## src/rtl/cipher_arb_pkg.sv

```systemverilog
// Shared types and constants for the two-channel XOR cipher arbiter.
// Optional feature macro: CIPHER_ARB_KEY_ROTATE_EN (see cipher_arbiter.sv).
package cipher_arb_pkg;

    // Arbiter FSM states
    typedef enum logic [1:0] {
        IDLE    = 2'd0,
        GRANT_A = 2'd1,
        GRANT_B = 2'd2
    } arb_state_e;

    // Channel indices, also the encoding of out_src and last_grant
    localparam logic CH_A = 1'b0;
    localparam logic CH_B = 1'b1;

    // Grant state that serves the given channel
    function automatic arb_state_e grant_state(input logic ch);
        return (ch == CH_B) ? GRANT_B : GRANT_A;
    endfunction

endpackage

```

## src/rtl/mux.sv

```systemverilog
// Generic 2:1 data multiplexer: y = sel ? a : b.
module mux #(
    parameter int unsigned N = 8
) (
    input  logic         sel,
    input  logic [N-1:0] a,
    input  logic [N-1:0] b,
    output logic [N-1:0] y
);

    assign y = sel ? a : b;

endmodule

```

## src/rtl/cipher_arbiter.sv

```systemverilog
// Two-stream round-robin arbiter sharing one XOR key stage, with bounded
// bursts, valid/ready handshakes and a single registered output beat.
// Optional feature: define CIPHER_ARB_KEY_ROTATE_EN to rotate the key left
// by one bit after every accepted beat (a same-cycle key_load wins).
module cipher_arbiter
    import cipher_arb_pkg::*;
#(
    parameter int unsigned N     = 8,
    parameter int unsigned BURST = 4
) (
    input  logic         clk,
    input  logic         rst,
    input  logic         key_load,
    input  logic [N-1:0] key_in,
    input  logic         a_valid,
    input  logic [N-1:0] a_data,
    output logic         a_ready,
    input  logic         b_valid,
    input  logic [N-1:0] b_data,
    output logic         b_ready,
    output logic         out_valid,
    output logic [N-1:0] out_data,
    output logic         out_src,
    input  logic         out_ready
);

    localparam int unsigned CW = $clog2(BURST + 1);
    localparam logic [CW-1:0] CNT_LAST = CW'(BURST - 1);

    arb_state_e    state_q, state_d;
    logic [CW-1:0] cnt_q, cnt_d;
    logic          last_grant_q, last_grant_d;
    logic [N-1:0]  key_q, key_d;
    logic          out_valid_q, out_valid_d;
    logic [N-1:0]  out_data_q, out_data_d;
    logic          out_src_q, out_src_d;

    logic          pipe_ready;
    logic          a_acc, b_acc, acc;
    logic [N-1:0]  sel_data;

    logic          own_ch, other_ch;
    logic          own_valid, other_valid;

    // Handshake decode: a new beat may enter when the output slot frees up
    assign pipe_ready = !out_valid_q || out_ready;
    assign a_ready    = (state_q == GRANT_A) && pipe_ready;
    assign b_ready    = (state_q == GRANT_B) && pipe_ready;
    assign a_acc      = a_valid && a_ready;
    assign b_acc      = b_valid && b_ready;
    assign acc        = a_acc || b_acc;

    // Granted channel's data feeds the XOR stage
    mux #(.N(N)) u_mux (
        .sel (state_q == GRANT_A),
        .a   (a_data),
        .b   (b_data),
        .y   (sel_data)
    );

    // Next-state logic: round-robin grant, burst counting and release
    always_comb begin
        state_d      = state_q;
        cnt_d        = cnt_q;
        last_grant_d = last_grant_q;
        own_ch       = (state_q == GRANT_B) ? CH_B : CH_A;
        other_ch     = ~own_ch;
        own_valid    = (own_ch == CH_B) ? b_valid : a_valid;
        other_valid  = (own_ch == CH_B) ? a_valid : b_valid;

        case (state_q)
            IDLE: begin
                cnt_d = '0;
                if (a_valid && b_valid) begin
                    state_d      = grant_state(~last_grant_q);
                    last_grant_d = ~last_grant_q;
                end else if (a_valid) begin
                    state_d      = GRANT_A;
                    last_grant_d = CH_A;
                end else if (b_valid) begin
                    state_d      = GRANT_B;
                    last_grant_d = CH_B;
                end
            end

            GRANT_A, GRANT_B: begin
                if (acc) begin
                    if (cnt_q == CNT_LAST) begin
                        // Burst exhausted: the other side gets priority
                        cnt_d = '0;
                        if (other_valid) begin
                            state_d      = grant_state(other_ch);
                            last_grant_d = other_ch;
                        end else if (own_valid) begin
                            state_d      = grant_state(own_ch);
                            last_grant_d = own_ch;
                        end else begin
                            state_d = IDLE;
                        end
                    end else begin
                        cnt_d = cnt_q + CW'(1);
                    end
                end else if (!own_valid) begin
                    // Granted source went quiet: hand over or fall idle
                    cnt_d = '0;
                    if (other_valid) begin
                        state_d      = grant_state(other_ch);
                        last_grant_d = other_ch;
                    end else begin
                        state_d = IDLE;
                    end
                end
            end

            default: begin
                state_d = IDLE;
                cnt_d   = '0;
            end
        endcase
    end

    // Key register update; an accepted beat always sees the pre-update key
    always_comb begin
        key_d = key_q;
`ifdef CIPHER_ARB_KEY_ROTATE_EN
        if (acc) begin
            key_d = {key_q[N-2:0], key_q[N-1]};
        end
`endif
        if (key_load) begin
            key_d = key_in;
        end
    end

    // Output register: capture encrypted beat, drain when the sink takes it
    always_comb begin
        out_valid_d = out_valid_q;
        out_data_d  = out_data_q;
        out_src_d   = out_src_q;
        if (acc) begin
            out_valid_d = 1'b1;
            out_data_d  = sel_data ^ key_q;
            out_src_d   = b_acc ? CH_B : CH_A;
        end else if (out_ready) begin
            out_valid_d = 1'b0;
        end
    end

    // FSM state register
    always_ff @(posedge clk) begin
        if (rst) begin
            state_q      <= IDLE;
            cnt_q        <= '0;
            last_grant_q <= CH_B;
        end else begin
            state_q      <= state_d;
            cnt_q        <= cnt_d;
            last_grant_q <= last_grant_d;
        end
    end

    // Datapath registers: key and output beat
    always_ff @(posedge clk) begin
        if (rst) begin
            key_q       <= '0;
            out_valid_q <= 1'b0;
            out_data_q  <= '0;
            out_src_q   <= CH_A;
        end else begin
            key_q       <= key_d;
            out_valid_q <= out_valid_d;
            out_data_q  <= out_data_d;
            out_src_q   <= out_src_d;
        end
    end

    assign out_valid = out_valid_q;
    assign out_data  = out_data_q;
    assign out_src   = out_src_q;

`ifndef SYNTHESIS
    // Sources must hold data steady while a beat is offered but not taken
    a_data_stable: assert property (@(posedge clk) disable iff (rst)
        (a_valid && !a_ready) |=> (!a_valid || $stable(a_data)));
    b_data_stable: assert property (@(posedge clk) disable iff (rst)
        (b_valid && !b_ready) |=> (!b_valid || $stable(b_data)));
`endif

endmodule
```

## config.mk

```make
export PLATFORM = sky130hd
export DESIGN_NAME = cipher_arbiter
export DESIGN_NICKNAME = d
export VERILOG_FILES = /design/src/rtl/cipher_arb_pkg.sv /design/src/rtl/mux.sv /design/src/rtl/cipher_arbiter.sv
export SDC_FILE = /design/constraint.sdc
export NUM_CORES = 1
export LEC_CHECK = 0
export BUFFER_PORTS_ARGS = -buffer_cell sky130_fd_sc_hd__buf_2
export CAP_MARGIN = 20
export CORE_MARGIN = 2
export CORE_UTILIZATION = 45
export CTS_CLUSTER_SIZE = 16
export DETAILED_ROUTE_END_ITERATION = 8
export GPL_TIMING_DRIVEN = 0
export PLACE_DENSITY_LB_ADDON = 0.05
export REMOVE_ABC_BUFFERS = 1
export SKIP_CTS_REPAIR_TIMING = 1
export SLEW_MARGIN = 20
export SYNTH_ARGS = -nofsm -noshare
export SYNTH_HDL_FRONTEND = slang
export SYNTH_HIERARCHICAL = 1
export SYNTH_SLANG_ARGS = --single-unit
```

## constraint.sdc

```tcl
create_clock -name clk -period 2.46 [get_ports clk]
set_input_delay 0.492 -clock clk [delete_from_list [all_inputs] [get_ports clk]]
set_output_delay 0.492 -clock clk [all_outputs]
set_load 0.01 [all_outputs]
```

; Word-level counts from Yosys, hierarchy flattened
; Index checks and enable logic that the tools add are counted.
[op_classes]
reduce_logical = 15
bitwise_logic = 4
n_mux = 33
add_sub_neg = 1
eq_ne = 9
[op_table]
columns = operator, count
row1 = 2-bit 2-to-1 mux, 12
row2 = 1-bit 2-to-1 mux, 15
row3 = 3-bit 2-to-1 mux, 3
row4 = "3-bit inequality test, second input constant", 3
row5 = 8-bit 2-to-1 mux, 1
row6 = "4-bit inequality test, second input constant", 2
row7 = 8-bit bitwise XOR, 1
row8 = 6-bit AND reduction, 1
row9 = 1-bit logical AND, 5
row10 = 2-bit one-hot mux with 2 select lines, 1
row11 = 2-bit nonzero test, 2
row12 = 2-bit OR reduction, 2
row13 = "3-bit by 1-bit adder with 3-bit output, second input constant", 1
row14 = "3-bit by 2-bit == test with 1-bit output, second input constant", 1
row15 = 1-bit NOT, 3
row16 = 3-bit AND reduction, 1
row17 = "2-bit by 1-bit == test with 1-bit output, second input constant", 1
row18 = "2-bit == test, second input constant", 1
row19 = 2-bit logical NOT, 1
row20 = 1-bit logical OR, 2
row21 = "2-bit inequality test, second input constant", 1
row22 = 1-bit one-hot mux with 2 select lines, 1
row23 = 1-bit logical NOT, 1
[word_totals]
reg_bits = 24
output_inout_bits = 12
elab_cells = 69
inputBits = 30

; Logic depth before layout (Yosys ltp)
; Gate-level depths: netlist of the first run.
[depth]
depth_word = 8
depth_mapped = 9
ltp_nobuf = 6

; By module
; The synthesis of the first run kept the hierarchy.
[by_module_without_submodules]
columns = module, cells_each, area_per_inst_um2, n_inst, seq_area_each_um2
row1 = cipher_arbiter, 135, 1249.9, 1, 480.5
row2 = mux, 9, 131.4, 1, 0.0

; Least setup slack after synthesis of the first run
; OpenSTA, ideal clock, no wires.
[synth_path]
kind = reg-to-reg
from = register state_q[0]
to = register last_grant_q
stages_incl_launch_ff = 8
n_path_buf = 1
setup_time_ps = 125
arrival_ps = 1771
setup_slack_ps = 564
required_ps = 2335
period_less_slack_ps = 1896
path_cell_list = dfxtp_1 inv_1 ha_1 buf_6 a22o_1 and4_4 or2_4 o41a_1
[synth_between]
elab_chain_cells = 7
elab_cells_between_ends = 27
classes_between = 7 x eq/ne / 10 x mux / 1 x bitwise / 9 x reduce/logical
[synth_lines]
columns = element, line
row1 = start: declaration, cipher_arbiter.sv:30  ; arb_state_e state_q, state_d;
row2 = start signal: assignment, cipher_arbiter.sv:156  ; state_q <= state_d;
row3 = 2-bit == test, "cipher_arbiter.sv:48, cipher_arbiter.sv:66, cipher_arbiter.sv:71"
row4 = 1-bit 2-to-1 mux, cipher_arbiter.sv:66  ; own_ch = (state_q == GRANT_B) ? CH_B : CH_A;
row5 = 1-bit 2-to-1 mux (tied with other cells), cipher_arbiter.sv:94  ; end else if (own_valid) begin
row6 = "1-bit 2-to-1 mux, on equally long branches", "cipher_arbiter.sv:91, cipher_arbiter.sv:106"
row7 = "1-bit 2-to-1 mux, on equally long branches", "cipher_arbiter.sv:88, cipher_arbiter.sv:103"
row8 = 1-bit 2-to-1 mux, cipher_arbiter.sv:87  ; if (acc) begin
row9 = 1-bit one-hot mux with 2 select lines, cipher_arbiter.sv:71  ; case (state_q)
row10 = end signal: assignment, cipher_arbiter.sv:158  ; last_grant_q <= last_grant_d;
row11 = end: declaration, cipher_arbiter.sv:32  ; logic last_grant_q, last_grant_d;
; Parallel ways exist; a longest one is shown, timed or not. The select of a mux whose other input is x is not followed.
; A chain may end at the register's enable or synchronous reset.

; Worst setup path after layout of the first run
[layout_path]
from = register state_q[1]
to = register last_grant_q
; The elaborated chain is that of the path after synthesis.

==> results_dict.tcl, run 1 <==
set metrics [dict create \
    layout-drive-gt1-share_pct 34.8 \
    reg2reg_setup_slack_ns 0.36 \
    place_worst_setup_slack_ns 0.104 \
    first_global_vias 1034 \
    dr_total_vias 1122 \
    floorplan.die.height_um 59.4 \
    worst_ep_arrival_time_ns 2.32 \
    floorplan.die_area_um2 3530 \
    antenna_found_initial 0 \
    path_clk_slew_ns 0.13 \
    floorplan.initialDensity_pct 46.4 \
    drt_wl_total_um 2730 \
    grt.total_usage_pct 17.6 \
    final_core_area_utilization_pct 54.2 \
    yosys_register_bits 24 \
    cp_max_fo 14 \
    internal_power_uw 971 \
    coreArea_um2 2980 \
    yosys-top-cells-area "dfxtp_1, mux2_4, mux2i_1" \
    maxCapViolCount 0 \
    finalMaxSlewViolations 0 \
    synthDominantCellAreaShare_pct 34.8 \
    power.static_leakage_uw 0.000717 \
    ys_async_sr_fraction_pct 0 \
    grt_start_max_net_pins 26 \
    postLayoutCellArea_um2 1610 \
    numClockSinks 24 \
    period_minus_slack_ns 2.10 \
    total_clock_buffers_created_by_cts 3 \
    setup.worst_path.end_class "flip-flop" \
    ctsRootBufferMaster "clkbuf_4" \
    clk_latency_ns 0.31 \
    htree_num_levels 1 \
    post_synth_instance_area_um2 1380 \
    primary_ff_master_synth "dfxtp_1" \
    pwr-share-seq_pct 34.6 \
    power.share.combinational_pct 46.4 \
    routed_via_density 5.32 \
    drt_pre_antenna_iters 4 \
    final_hold_viol_count 0 \
    most_numerous_cell_in_the_yosys_netlist "dfxtp_1" \
    crit_type "reg -> reg" \
    hold_path.class "in -> reg" \
    synth-edff-count 0 \
    maxClockFrequency_mhz 475 \
    fin_ws_ns 0.356 \
    post-dp-hpwl_um 2050 \
    synth.avg_cell_area_um2 9.59 \
    setup_viol_count_final 0 \
    rsz_0062_raised_after_global_routing "false" \
    yosys.cell_types.count 38 \
    worst_clock_skew_on_the_final_layout_ns 0.000842 \
    worstMarginPinSlew_ns 0.454 \
    wire_per_inst_um 12.9 \
    setup_tns_ns 0 \
    syn_to_final_growth_pct 16.8 \
    post_dp_cell_area_um2 1560 \
    worst_hold_slack_ns 0.403 \
    die_width_um 59.4 \
    grt_first_pass_wirelength_um 4610 \
    pwr-share-clk_pct 19.1 \
    synthesis.yosys.warnings 6 \
    critical_path.startpoint_type "flip-flop" \
    gp_routability_congestion 0.802 \
    clk_path_buf_depth 2 \
    boundaryPins 42 \
    run_status "completed" \
    rows 20 \
    p_switching_uw 524 \
    worstPathRequired_ns 2.68 \
    residual_drc_count 0 \
    seq_area_frac_synth_pct 34.8 \
    io_buffers 41 \
    syn-instance-count 144 \
    antenna_violating_nets_post_route 0 \
    netlist_top_cells_count "dfxtp_1, nor2_1, a211oi_1, mux2i_1" \
    p_sw_share_pct 35.1 \
    ir_drop_mv 0.415 \
    drtIter0Drc 37 \
    final_net_count 214 \
    slew_headroom_pct 69.7 \
    final.period_utilization_pct 85.5 \
    ant_diodes 0 \
    tritoncts "done" \
    synthDominantAreaCellType "dfxtp_1" \
    power.density_nw_per_um2 926 \
    grt_overflow_total 0 \
]
==> critical path: stages (launching register included) <==
cell and delay (ns):
dfxtp_1 0.35, inv_1 0.10, ha_2 0.45, a22o_1 0.30, a211oi_1 0.11, or2_2 0.30, o41a_1 0.39
==> final cells by class <==
class	count	area [um2]
inverters	5	18.8
fillers	277	1360
clock buffers	3	22.5
flip-flops and latches	24	480
well taps	33	41.3
clock inverters	1	30.0
repair buffers	41	205
multi-input cells	104	816
==> registers in the layout, indices dropped and copies added, names as in the netlist <==
name / flops
out_data: 8
key_q: 8
state_q: 2
out_src: 1
out_valid: 1
cnt_q: 3
last_grant_q: 1
==> path summary, 6_finish.rpt <==
path | startpoint | to | cells past startpoint
max reg2reg | state_q[1]$_SDFFE_PP0P_ | last_grant_q$_SDFFE_PP1P_ | 6
min | key_in[1] | key_q[1]$_SDFFE_PP0P_ | 3
max | state_q[1]$_SDFFE_PP0P_ | last_grant_q$_SDFFE_PP1P_ | 6
min reg2reg | cnt_q[0]$_SDFFE_PP0P_ | cnt_q[0]$_SDFFE_PP0P_ | 2
==> cell usage in the layout, fill, tap and decap left out, types with 2 or more instances in the layout <==
| cell | Yosys | final |
|---|---|---|
| buf_2 | 4 | 41 |
| dfxtp_1 | 24 | 24 |
| nor2_1 | 23 | 23 |
| mux2i_1 | 9 | 9 |
| a211oi_1 | 9 | 9 |
| xnor2_1 | 8 | 8 |
| mux2_4 | 8 | 8 |
| inv_1 | 5 | 5 |
| nand2b_1 | 4 | 4 |
| ha_1 | 5 | 4 |
| o21ai_0 | 3 | 3 |
| nand2_1 | 3 | 3 |
| o41ai_1 | 3 | 3 |
| a22oi_1 | 3 | 3 |
| clkbuf_4 | 0 | 3 |
| and2_1 | 2 | 2 |
| a32oi_1 | 2 | 2 |
| or2b_1 | 2 | 2 |
| a21oi_1 | 2 | 2 |
==> cell families (layout without fill, tap and decap cells) <==
| kind of cell | count (synthesis) | in the layout | share of synthesized area [%] |
|---|---|---|---|
| AND/OR/NAND/NOR | 45 | 45 | 17.3 |
| AO/OA/AOI/OAI | 28 | 28 | 15.9 |
| flip-flops | 24 | 24 | 34.8 |
| multiplexers | 18 | 18 | 16.0 |
| buffers and inverters | 16 | 50 | 6.34 |
| XOR/XNOR | 8 | 8 | 5.07 |
| adder cells (fa/ha/maj) | 5 | 5 | 4.53 |
==> through the flow <==
stage               cells  power (uW)
floorplan             133        1030
global placement      207        1210
detailed placement    207        1220
CTS                   211        1510
global route          211        1620
finish                211        1490
==> metal layers <==
layer / global-route usage [%] / wire length (um) / up-vias
met3: 2.62 / 109 / 5
met2: 28.9 / 1340 / 29
li1: - / - / 577
met1: 23.1 / 1240 / 511
met5: 0 / 0 / -
met4: 6.82 / 46 / 0
==> power groups by stage <==
stage | combinational (uW) | sequential, uW | clock, uW
floorplan | 482 | 548 | 0
global placement | 686 | 522 | 0
detailed placement | 695 | 527 | 0
CTS | 697 | 518 | 293
global route | 777 | 526 | 313
finish | 693 | 517 | 285
Power figures use the tool's default switching activity.
==> inputs of run 2 (changes only) <==
- CORE_UTILIZATION: 45 -> 35
==> run 2 against run 1 <==
Net effect: setup slack improved by 0.029 ns; wire length is 5.5% higher; clock skew grew 0.0030 ns; clock-buffer cell count is 1 higher; sequential power about the same; fmax up 1.4%; largest cell class unchanged.
==> results_dict.tcl, run 2 (synthesized netlist as in run 1, its figures left out) <==
set metrics [dict create \
    syn_to_final_growth_pct 18.4 \
    place_worst_setup_slack_ns 0.109 \
    tritoncts "done" \
    worst_setup_path_startpoint "state_q[1]$_SDFFE_PP0P_" \
    die_width_um 66.8 \
    antenna_found_initial 0 \
    crit_type "reg -> reg" \
    critical_path.startpoint_type "flip-flop" \
    hold_end "key_q[3]$_SDFFE_PP0P_" \
    hold_path.class "in -> reg" \
    total_clock_buffers_created_by_cts 3 \
    first_global_vias 1072 \
    period_minus_slack_ns 2.07 \
    boundaryPins 42 \
    setup_tns_ns 0 \
    layout_common_cells "buf_2, dfxtp_1, nor2_1" \
    worst_ep_arrival_time_ns 2.22 \
    grt_start_max_net_pins 26 \
    post-dp-hpwl_um 2140 \
    cp_slowest_cell "ha_2" \
    power.static_leakage_uw 0.000718 \
    clk_path_buf_depth 2 \
    floorplan.initialDensity_pct 37.2 \
    drt_wl_total_um 2880 \
    cp_max_fo 14 \
    critical_path.reg2reg.startpoint "state_q[1]$_SDFFE_PP0P_" \
    numClockSinks 24 \
    coreArea_um2 3720 \
    wire_per_inst_um 12.7 \
    worstPathRequired_ns 2.61 \
    grt_first_pass_wirelength_um 4640 \
    final_net_count 214 \
    drt_pre_antenna_iters 4 \
    beginning_of_the_worst_hold_path "key_in[3]" \
    floorplan.die.height_um 66.8 \
    setup.worst_path.end_class "flip-flop" \
    layout_commonest_cell "buf_2" \
    worstPathCellList "inv_1, ha_2, a22o_1, a211oi_1, or2_2, o41a_1" \
    p_switching_uw 523 \
    rows 22 \
    maxCapViolCount 0 \
    reg2reg_setup_slack_ns 0.39 \
    floorplan.die_area_um2 4460 \
    residual_drc_count 0 \
    io_buffers 41 \
    routed_via_density 4.99 \
    rsz_0062_raised_after_global_routing "false" \
    dr_total_vias 1127 \
    power.share.combinational_pct 47.2 \
    drtIter0Drc 30 \
    internal_power_uw 948 \
    worstMarginPinSlew_ns 0.482 \
    htree_num_levels 1 \
    power.density_nw_per_um2 900 \
    path_clk_slew_ns 0.08 \
    finalMaxSlewViolations 0 \
    final.period_utilization_pct 84.3 \
    worst_clock_skew_on_the_final_layout_ns 0.00389 \
    run_status "completed" \
    antenna_violating_nets_post_route 0 \
    grt_overflow_total 0 \
    gp_routability_congestion 0.832 \
    worst_r2r_path_depth 6 \
    fin_ws_ns 0.386 \
    setup_viol_count_final 0 \
    p_sw_share_pct 35.5 \
    slew_headroom_pct 67.9 \
    ir_drop_mv 0.318 \
    pwr-share-seq_pct 35.1 \
    ant_diodes 0 \
    pwr-share-clk_pct 17.8 \
    clk_latency_ns 0.26 \
    worstHoldPathCells 3 \
    crit-reg2reg-capture "last_grant_q$_SDFFE_PP1P_" \
    layout-drive-gt1-share_pct 34.8 \
    ctsRootBufferMaster "clkbuf_8" \
    final_hold_viol_count 0 \
    maxClockFrequency_mhz 482 \
    cp_slowest_stage_delay_ns 0.45 \
    grt.total_usage_pct 13.6 \
]
## run 2: power groups by stage
stage	sequential [uW]	combinational [uW]	clock, uW
2_1_floorplan	548	482	0
3_3_place_gp	519	689	0
3_5_place_dp	525	698	0
4_1_cts	516	700	275
5_1_grt	526	775	290
6_report	516	694	261
## run 2: per-stage QoR
step | instances | hold slack [ns] | utilization [%] | area (um2) | power [uW]
2_1_floorplan | 133 | 0.444 | - | 1310 | 1030
3_3_place_gp | 222 | 0.453 | 42.5 | 1580 | 1210
3_5_place_dp | 222 | 0.469 | 42.5 | 1580 | 1220
4_1_cts | 226 | 0.466 | 43.9 | 1630 | 1490
5_1_grt | 226 | 0.467 | 44.0 | 1640 | 1590
6_report | 226 | 0.471 | 44.0 | 1640 | 1470
## run 2: area by class of cell
type                            count  area (um2)
Inverter                            5        18.8
Multi-Input combinational cell    104         816
Timing Repair Buffer               41         205
Fill cell                         382        2080
Clock buffer                        4        55.1
Sequential cell                    24         480
Tap cell                           48        60.1
## run 2: worst max-delay path by stage
| stage | cells past startpoint | slack [ns] | to |
|---|---|---|---|
| 3_5_place_dp | 6 | 0.11 | last_grant_q$_SDFFE_PP1P_ |
| 4_1_cts | 6 | 0.1 | last_grant_q$_SDFFE_PP1P_ |
| 2_1_floorplan | 6 | 0.43 | last_grant_q$_SDFFE_PP1P_ |
| 6_report | 6 | 0.39 | last_grant_q$_SDFFE_PP1P_ |
| 5_1_grt | 6 | 0.26 | last_grant_q$_SDFFE_PP1P_ |
| 3_3_place_gp | 6 | 0.16 | last_grant_q$_SDFFE_PP1P_ |
## run 2: per-layer routing
| metal | track usage [%] | part of all wire, % |
|---|---|---|
| met1 | 16.6 | 46 |
| met2 | 24.5 | 49 |
| met3 | 2.03 | 4.4 |
| met4 | 3.83 | 0.63 |
| met5 | 0 | 0 |
## run 2: critical path, delay by kind of cell (launching register included)
family          cells  cell delay (ns)
fa+ha+maj           1             0.45
flops               1             0.34
simple gates        1             0.29
compound gates      3             0.77
buf+inv             1             0.10
==> inputs of run 3 (changes only) <==
- ABC_AREA: default -> 1
- clock period: 2.46 -> 2.13 ns (I/O delays scaled with it)
==> run 3 against run 2 <==
Net effect: flip-flop and latch count did not move; utilization shrank 0.89 points; clock-buffer cell count decreased by 1; global-route usage increased by 1.2 points; register-to-register slack worse by 0.10 ns; first-iteration DRC count rose by 23%; cell count up 20%; sequential share of layout area increased by 1.3 points; clock skew shrank 0.0013 ns; fmax rose by 12%; critical endpoint is now cnt_q[2]$_SDFFE_PP0P_; largest power group unchanged.
==> results_dict.tcl, run 3 <==
set metrics [dict create \
    run_status "completed" \
    ant_diodes 0 \
    gp_routability_congestion 0.774 \
    hold_end "state_q[1]$_SDFFE_PP0P_" \
    pwr-share-seq_pct 37.1 \
    slew_headroom_pct 67.5 \
    ys_async_sr_fraction_pct 0 \
    antenna_found_initial 0 \
    layout-drive-gt1-share_pct 25.6 \
    die_width_um 65.0 \
    rsz_0062_raised_after_global_routing "false" \
    tritoncts "done" \
    synth.avg_cell_area_um2 7.12 \
    setup.worst_path.end_class "flip-flop" \
    setup_tns_ns 0 \
    drt_wl_total_um 2900 \
    crit-reg2reg-capture "cnt_q[2]$_SDFFE_PP0P_" \
    routed_via_density 4.61 \
    postLayoutCellArea_um2 1570 \
    layout_common_cells "nand2_1, buf_2, dfxtp_1" \
    worst_clock_skew_on_the_final_layout_ns 0.00260 \
    synthDominantCellAreaShare_pct 36.9 \
    floorplan.die_area_um2 4230 \
    final_net_count 260 \
    fin_ws_ns 0.283 \
    post_dp_cell_area_um2 1520 \
    synthesis.yosys.warnings 6 \
    drtIter0Drc 37 \
    boundaryPins 42 \
    yosys.cell_types.count 23 \
    period_minus_slack_ns 1.85 \
    multi_input_comb_area_um2 704 \
    syn-instance-count 183 \
    yosys_register_bits 24 \
    io_buffers 41 \
    internal_power_uw 968 \
    grt_first_pass_wirelength_um 4970 \
    coreArea_um2 3630 \
    finish.cell_count_without_fillers 271 \
    pwr-share-clk_pct 16.0 \
    power.density_nw_per_um2 1030 \
    final_hold_viol_count 0 \
    worstMarginPinSlew_ns 0.487 \
    cp_max_fo 21 \
    worst_ep_arrival_time_ns 2.00 \
    finalMaxSlewViolations 0 \
    maxClockFrequency_mhz 542 \
    place_worst_setup_slack_ns 0.0930 \
    reg2reg_setup_slack_ns 0.28 \
    grt.total_usage_pct 14.7 \
    post_synth_instance_area_um2 1300 \
    p_sw_share_pct 40.3 \
    total_clock_buffers_created_by_cts 3 \
    seq_area_frac_synth_pct 36.9 \
    most_numerous_cell_in_the_yosys_netlist "nand2_1" \
    synthDominantAreaCellType "dfxtp_1" \
    worstHoldPathCells 2 \
    drt_pre_antenna_iters 4 \
    wire_per_inst_um 10.7 \
    grt_overflow_total 0 \
    crit_type "reg -> reg" \
    fillCellCount 416 \
    floorplan.die.height_um 65.0 \
    residual_drc_count 0 \
    final.period_utilization_pct 86.7 \
    worst_r2r_path_depth 8 \
    clk_path_buf_depth 2 \
    final-seq-area_um2 480 \
    rows 22 \
    worstPathRequired_ns 2.28 \
    beginning_of_the_worst_hold_path "rst" \
    power.share.combinational_pct 47.0 \
    layout_commonest_cell "nand2_1" \
    floorplan.initialDensity_pct 35.9 \
    dr_total_vias 1250 \
    antenna_violating_nets_post_route 0 \
    path_clk_slew_ns 0.08 \
    p_switching_uw 653 \
    numClockSinks 24 \
    post-place-cells 268 \
    yosys-top-cells-area "dfxtp_1, nand2_1, o21ai_0" \
    primary_ff_master_synth "dfxtp_1" \
    first_global_vias 1152 \
    syn_to_final_growth_pct 20.2 \
    power.static_leakage_uw 0.000796 \
    post-dp-hpwl_um 2200 \
    worst_hold_slack_ns 0.368 \
    setup_viol_count_final 0 \
    hold_path.class "in -> reg" \
    synth-edff-count 0 \
    netlist_top_cells_count "nand2_1, dfxtp_1, nor2_1" \
    grt_start_max_net_pins 22 \
    critical_path.reg2reg.startpoint "state_q[1]$_SDFFE_PP0P_" \
    ir_drop_mv 0.287 \
    critical_path.startpoint_type "flip-flop" \
    htree_num_levels 1 \
    maxCapViolCount 0 \
    clk_latency_ns 0.26 \
    ctsRootBufferMaster "clkbuf_8" \
]
[run 3: area by class of cell]
class	instances	area share [%]
multi-input cells	135	45.0
clock buffers	3	2.64
repair buffers	41	13.1
well taps	48	3.83
inverters	20	4.79
flip-flops and latches	24	30.7
[run 3: cell families (layout without fill, tap and decap cells)]
kind of cell               count (synthesis)  count (layout)  share of synthesized area [%]
xor gates and xnor gates                   8               8                           5.37
AOI/OAI and AO/OA                         39              39                           15.6
buffers and inverters                     24              64                           9.31
adders and majority gates                  5               5                           4.80
DFF                                       24              24                           36.9
and+or+nand+nor                           83              83                           28.0
[run 3: per-layer routing]
layer	GRT usage, %	routed length (um)
met1	19.8	1400
met5	0	0
met3	2.26	132
met2	24.2	1350
met4	4.69	15
[run 3: power by group through the flow]
stage,clock network [uW],registers [uW],logic [uW]
2_1_floorplan,0,637,509
3_3_place_gp,0,609,753
3_5_place_dp,0,611,763
4_1_cts,272,602,768
5_1_grt,294,615,862
6_report,259,601,761
[run 3: per-stage QoR]
step,utilization [%],total power (uW)
3_3_place_gp,41.9,1360
2_1_floorplan,-,1150
4_1_cts,43.0,1640
3_5_place_dp,41.9,1370
6_report,43.1,1620
5_1_grt,43.1,1770
[run 3: critical path, stage by stage, from the launching register on]
cell,delay (ns)
dfxtp_1,0.35
inv_1,0.08
ha_2,0.36
nand3_2,0.17
nand2_2,0.33
inv_1,0.13
nand2_1,0.11
o21ai_1,0.06
nor3b_2,0.14
[run 3: how the worst max path moves through the flow]
stage	from	end	slack (ns)	cells past startpoint
final	state_q[1]$_SDFFE_PP0P_	cnt_q[2]$_SDFFE_PP0P_	0.28	8
after CTS	state_q[1]$_SDFFE_PP0P_	cnt_q[2]$_SDFFE_PP0P_	0.07	8
after floorplan	state_q[1]$_SDFFE_PP0P_	cnt_q[2]$_SDFFE_PP0P_	0.55	8
after global routing	state_q[0]$_SDFFE_PP0P_	last_grant_q$_SDFFE_PP1P_	0.11	10
after detailed placement	state_q[1]$_SDFFE_PP0P_	cnt_q[2]$_SDFFE_PP0P_	0.09	8
after global placement	state_q[1]$_SDFFE_PP0P_	cnt_q[2]$_SDFFE_PP0P_	0.12	8
